## config.mk

```make
export PLATFORM = sky130hd
export DESIGN_NAME = load_store_unit
export DESIGN_NICKNAME = d
export VERILOG_FILES = /design/src/rtl/load_store_unit_pkg.sv /design/src/rtl/load_store_unit.sv
export SDC_FILE = /design/constraint.sdc
export NUM_CORES = 1
export LEC_CHECK = 0
export ABC_AREA = 1
export BUFFER_PORTS_ARGS = -buffer_cell sky130_fd_sc_hd__clkbuf_2
export CAP_MARGIN = 20
export CELL_PAD_IN_SITES_DETAIL_PLACEMENT = 0
export CELL_PAD_IN_SITES_GLOBAL_PLACEMENT = 1
export CORE_MARGIN = 2
export CORE_UTILIZATION = 38
export DETAILED_ROUTE_END_ITERATION = 7
export PLACE_DENSITY_LB_ADDON = 0.12
export SLEW_MARGIN = 20
export SYNTH_ARGS = -nofsm -noshare
export SYNTH_HDL_FRONTEND = slang
export SYNTH_SLANG_ARGS = --single-unit
```

## constraint.sdc

```tcl
create_clock -name clk -period 1.75 [get_ports clk]
set_input_delay 0 -clock clk [delete_from_list [all_inputs] [get_ports clk]]
set_output_delay 0 -clock clk [all_outputs]
set_load 0.01 [all_outputs]
```

## src/rtl/load_store_unit_pkg.sv

```systemverilog
// rtl/load_store_unit_pkg.sv - shared encodings for the load/store unit
package load_store_unit_pkg;

    localparam logic [1:0] ST_IDLE   = 2'd0;
    localparam logic [1:0] ST_ACC_LO = 2'd1;
    localparam logic [1:0] ST_ACC_HI = 2'd2;
    localparam logic [1:0] ST_WB     = 2'd3;

    localparam logic CMD_LOAD   = 1'b0;
    localparam logic CMD_STORE  = 1'b1;
    localparam logic WIDTH_BYTE = 1'b0;
    localparam logic WIDTH_HALF = 1'b1;

    typedef struct packed {
        logic        cmd;
        logic        width;
        logic        tag;
        logic [15:0] addr;
        logic [15:0] data;
    } lsu_req_t;

endpackage

```

## src/rtl/load_store_unit.sv

```systemverilog
// rtl/load_store_unit.sv - byte-serial load/store sequencer for 8/16-bit accesses
module load_store_unit
    import load_store_unit_pkg::*;
(
    input  logic        clk,
    input  logic        a_rst,
    input  logic        rq_start,
    input  logic        rq_cmd,
    input  logic        rq_width,
    input  logic        rq_tag,
    input  logic [15:0] rq_addr,
    input  logic [15:0] rq_data,
    output logic        lsu_wait,
    output logic [15:0] lsu_data_in,
    output logic        lsu_data_tag,
    output logic        lsu_data_wb,
    output logic [15:0] mem_adr,
    output logic [7:0]  mem_dout,
    input  logic [7:0]  mem_din,
    output logic        mem_rd,
    output logic        mem_wr,
    input  logic        mem_ready
);

    logic [1:0]  state;
    lsu_req_t    req;
    logic [15:0] result;
    logic        in_access;

    // Address/data bus registers are loaded on state entry so they hold across IDLE.
    always_ff @(posedge clk or negedge a_rst) begin
        if (!a_rst) begin
            state    <= ST_IDLE;
            req      <= '0;
            result   <= '0;
            mem_adr  <= '0;
            mem_dout <= '0;
        end else begin
            case (state)
                ST_IDLE: begin
                    if (rq_start) begin
                        req      <= '{cmd: rq_cmd, width: rq_width, tag: rq_tag,
                                      addr: rq_addr, data: rq_data};
                        result   <= '0;
                        mem_adr  <= rq_addr;
                        mem_dout <= rq_data[7:0];
                        state    <= ST_ACC_LO;
                    end
                end
                ST_ACC_LO: begin
                    if (mem_ready) begin
                        if (req.cmd == CMD_LOAD) begin
                            result[7:0] <= mem_din;
                        end
                        if (req.width == WIDTH_HALF) begin
                            mem_adr  <= req.addr + 16'd1;
                            mem_dout <= req.data[15:8];
                            state    <= ST_ACC_HI;
                        end else begin
                            state <= (req.cmd == CMD_LOAD) ? ST_WB : ST_IDLE;
                        end
                    end
                end
                ST_ACC_HI: begin
                    if (mem_ready) begin
                        if (req.cmd == CMD_LOAD) begin
                            result[15:8] <= mem_din;
                        end
                        state <= (req.cmd == CMD_LOAD) ? ST_WB : ST_IDLE;
                    end
                end
                default: state <= ST_IDLE;
            endcase
        end
    end

    assign in_access    = (state == ST_ACC_LO) || (state == ST_ACC_HI);
    assign mem_rd       = in_access && (req.cmd == CMD_LOAD);
    assign mem_wr       = in_access && (req.cmd == CMD_STORE);
    assign lsu_wait     = (state != ST_IDLE);
    assign lsu_data_wb  = (state == ST_WB);
    assign lsu_data_in  = result;
    assign lsu_data_tag = req.tag;

endmodule

```

==> out/results.tsv <==
stage	metric	value	unit
outcome	status	finished, final reports clean	
final_layout	n_diodes	0	
routing	top sig layer	met4	
clocking	Clock Sinks	69	
routing	met1 WL	3.92	mm
placement	routability cong.	0.772	
global_routing	GR Overflow Total	0	
setup_path	FF-to-FF End	lsu_data_in[15]$_DFFE_PN0P_	
setup_path	CP max-delay cell	dfrtp_2	
worst_hold_path	min-delay src	mem_ready	
die	io pins	92	
die	Initial Utilization	39.0	%
setup_path	required time worst endpoint	1980	ps
clocking	buffer depth of the longest clock path	2	
worst_hold_path	Hold Crit Class	input pin to register	
clocking	H-tree depth	3	
timing	Max-Slew Margin vs Limit	74.4	%
timing	Final Hold Fails	0	
timing	Final min period	1600	ps
placement	post-DP HPWL	5.61	mm
die	die height	98.4	um
synth	FF+latch count, synth	69	
routing	vias after detailed routing	3080	
setup_path	Critical Path Fanout Max	16	
setup_path	Worst Setup Start Kind	register	
power_and_ir_drop	leakage	2.37	nW
clocking	TritonCTS clock tree	done	
timing	clk_skew	8.35	ps
timing	Worst Tran Pin Value	384	ps
power_and_ir_drop	Pwr Total	8.45	mW
timing	fmax	0.627	GHz
global_routing	first-pass GRT wire length	14.2	mm
global_routing	largest net degree at the start of global routing	70	
die	Die ar.	0.00968	mm^2
setup_path	Worst Setup End Kind	register	
synth	YS warnings	0	
worst_hold_path	Worst Hold Path EP	state[1]$_DFFE_PN0P_	
routing	DRC Markers	0	
setup_path	R2R Setup Slk	150	ps
die	Rows	34	
routing	final wirelength	8.36	mm
die	Core ar.	0.00868	mm^2
setup_path	Crit path max-delay family	flip-flops	
setup_path	kind of critical path	register to register	
synth	Mapped Nets	457	
routing	total length of routed met2 wires	3.82	mm
global_routing	global-route usage over all layers	18.1	%
power_and_ir_drop	pwr dens	1790	mW/mm^2
setup_path	crit path buf inv count	3	
timing	pins over their slew limit	0	
clocking	clock latency reported for the late side of the worst-skew pair	350	ps
synth	synth unique cells	27	
setup_path	worst path cell trace	inv_1, ha_1, inv_1, o21ai_1, a21oi_4, buf_12, nand3_1, o21ai_0	
placement	Buffers on Ports	91	
final_layout	design area	0.00472	mm^2
global_routing	vias in the first global route	2971	
global_routing	initial antenna violation count	0	
clocking	Inserted Clock Buffers	9	
timing	worst hold slack	133	ps
final_layout	Area Overhead vs Synth	39.5	%
run	max-cap viol count	0	
setup_path	Worst R2R Path Depth	8	
synth	Seq/Total Area, Yosys	51.0	%
placement	DP Area	0.00400	mm^2
power_and_ir_drop	Peak VDD IR	0.818	mV
clocking	clk root buf	clkbuf_8	
routing	Via density	4.70	
setup_path	reg-to-reg critical path startpoint	state[0]$_DFFE_PN0P_	
synth	Syn Inst Count	404	
final_layout	NumNets Final	596	
die	chip width	98.4	um
routing	wire per inst	12.7	um
setup_path	most used cell, CP	inv_1	
worst_hold_path	hold depth	5	
final_layout	Layout Cells excl Fill	656	
setup_path	Critical Path AT	1820	ps
synth	Cell Area, Synth	0.00339	mm^2
synth	Mean Syn Cell Area	8.38	um^2
setup_path	CP max stage delay	450	ps
routing	DRT iter0 DRCs	92	
clocking	Reg clk slew, reported paths	80	ps
final_layout	share of layout cells above drive strength 1	26.3	%
routing	DR WL met3	447	um
routing	ANT nets after route	0	
timing	setup violators final	0	
routing	DRT Pass-1 Iters	4	
timing	final worst path period share	91.2	%
timing	setup TNS	0	ps
placement	Placed Instances	595	
-- cell type report --
class	instances	area [um^2]
tap	108	135
clock inverter	6	93.8
inverter	52	203
multi-input combinational	266	1390
clock buffer	10	138
timing repair buffer	145	1030
sequential	69	1730
fill	836	3950
-- state kept, by name, summed over array words and instances (netlist names) --
register and flops:
mem_adr 16, lsu_data_in 16, state 2, req 26, lsu_data_tag 1, mem_dout 8
-- layer usage --
metal	vias to the layer above	global-route usage, %
li1	1575	-
met1	1402	24.6
met2	86	28.2
met3	17	4.47
met4	0	7.17
met5	-	0
-- stage by stage --
stage | util [%] | worst slack, ps
after floorplan | - | 212
after global placement | 46.0 | 78.3
after detailed placement | 46.0 | -14.9
after CTS | 53.9 | 35.9
after global routing | 54.4 | -0.490
final | 54.4 | 155
-- cell usage after synthesis (all sizes together) --
library cell / number / share of area (%)
o21ai: 31 / 4.7
a31oi: 10 / 1.8
a21oi: 24 / 3.8
nand2: 102 / 12
nand4: 4 / 0.74
dfrtp: 69 / 51
mux2: 14 / 4.7
clkbuf: 6 / 0.66
nand3: 31 / 4.6
o211ai: 1 / 0.22
xor2: 4 / 1.0
nand3b: 2 / 0.44
ha: 6 / 2.2
buf: 11 / 2.3
inv: 52 / 5.9
nor2: 34 / 3.8
and3: 1 / 0.18
o22ai: 2 / 0.37
-- layout by cell type (no fill, tap or decap), drive strengths merged --
master	n
nand3b	2
clkinv	1
ha	6
o21ai	31
bufinv	2
buf	11
nand4	4
dfrtp	69
dlygate4sd3	44
nand2	102
a21oi	24
o22ai	2
and3	1
a31oi	10
o211ai	1
xor2	4
nor2	34
mux2	14
clkbuf	100
inv	54
clkinvlp	1
nand3	31
-- repair_timing --
action / CTS / global route
resized for setup: 1 / 8
pin swaps: 0 / 0
setup endpoints to repair: 7 / 35
hold endpoints to repair: 134 / 0
setup buffers: 0 / 1
hold buffers: 44 / 0
-- worst register-to-register path: stages (launching register included) --
cell and delay (ps):
dfrtp_2 450, inv_1 150, ha_1 230, inv_1 90
o21ai_1 210, a21oi_4 60, buf_12 150, nand3_1 70
o21ai_0 80
-- where the power goes --
group	switching, mW	leakage [nW]	total (mW)	internal [mW]
Clock	0.656	0.113	1.51	0.854
Sequential	0.539	0.840	2.93	2.39
Combinational	2.31	1.41	4.01	1.71
-- worst max path at each step --
stage	end	cells after the start	from	slack, ps
2_1_floorplan	mem_adr[4]$_DFFE_PN0P_	11	state[1]$_DFFE_PN0P_	210
4_1_cts	mem_adr[5]$_DFFE_PN0P_	9	state[1]$_DFFE_PN0P_	40
6_report	lsu_data_in[15]$_DFFE_PN0P_	8	state[0]$_DFFE_PN0P_	150
3_5_place_dp	lsu_data_in[15]$_DFFE_PN0P_	7	state[0]$_DFFE_PN0P_	-10
5_1_grt	lsu_data_in[15]$_DFFE_PN0P_	8	state[0]$_DFFE_PN0P_	-0.5
3_3_place_gp	lsu_data_in[8]$_DFFE_PN0P_	7	state[0]$_DFFE_PN0P_	80
-- kinds of logic (layout without fill, tap and decap cells) --
group / Yosys count / count (layout) / share of synthesized area (%)
compound gates: 68 / 68 / 10.9
xor+xnor: 4 / 4 / 1.03
fa+ha+maj: 6 / 6 / 2.22
buf+inv: 69 / 213 / 8.83
flops: 69 / 69 / 51.0
mux: 14 / 14 / 4.65
simple gates: 174 / 174 / 21.4
Note: power is estimated with default switching activity, not from simulation.
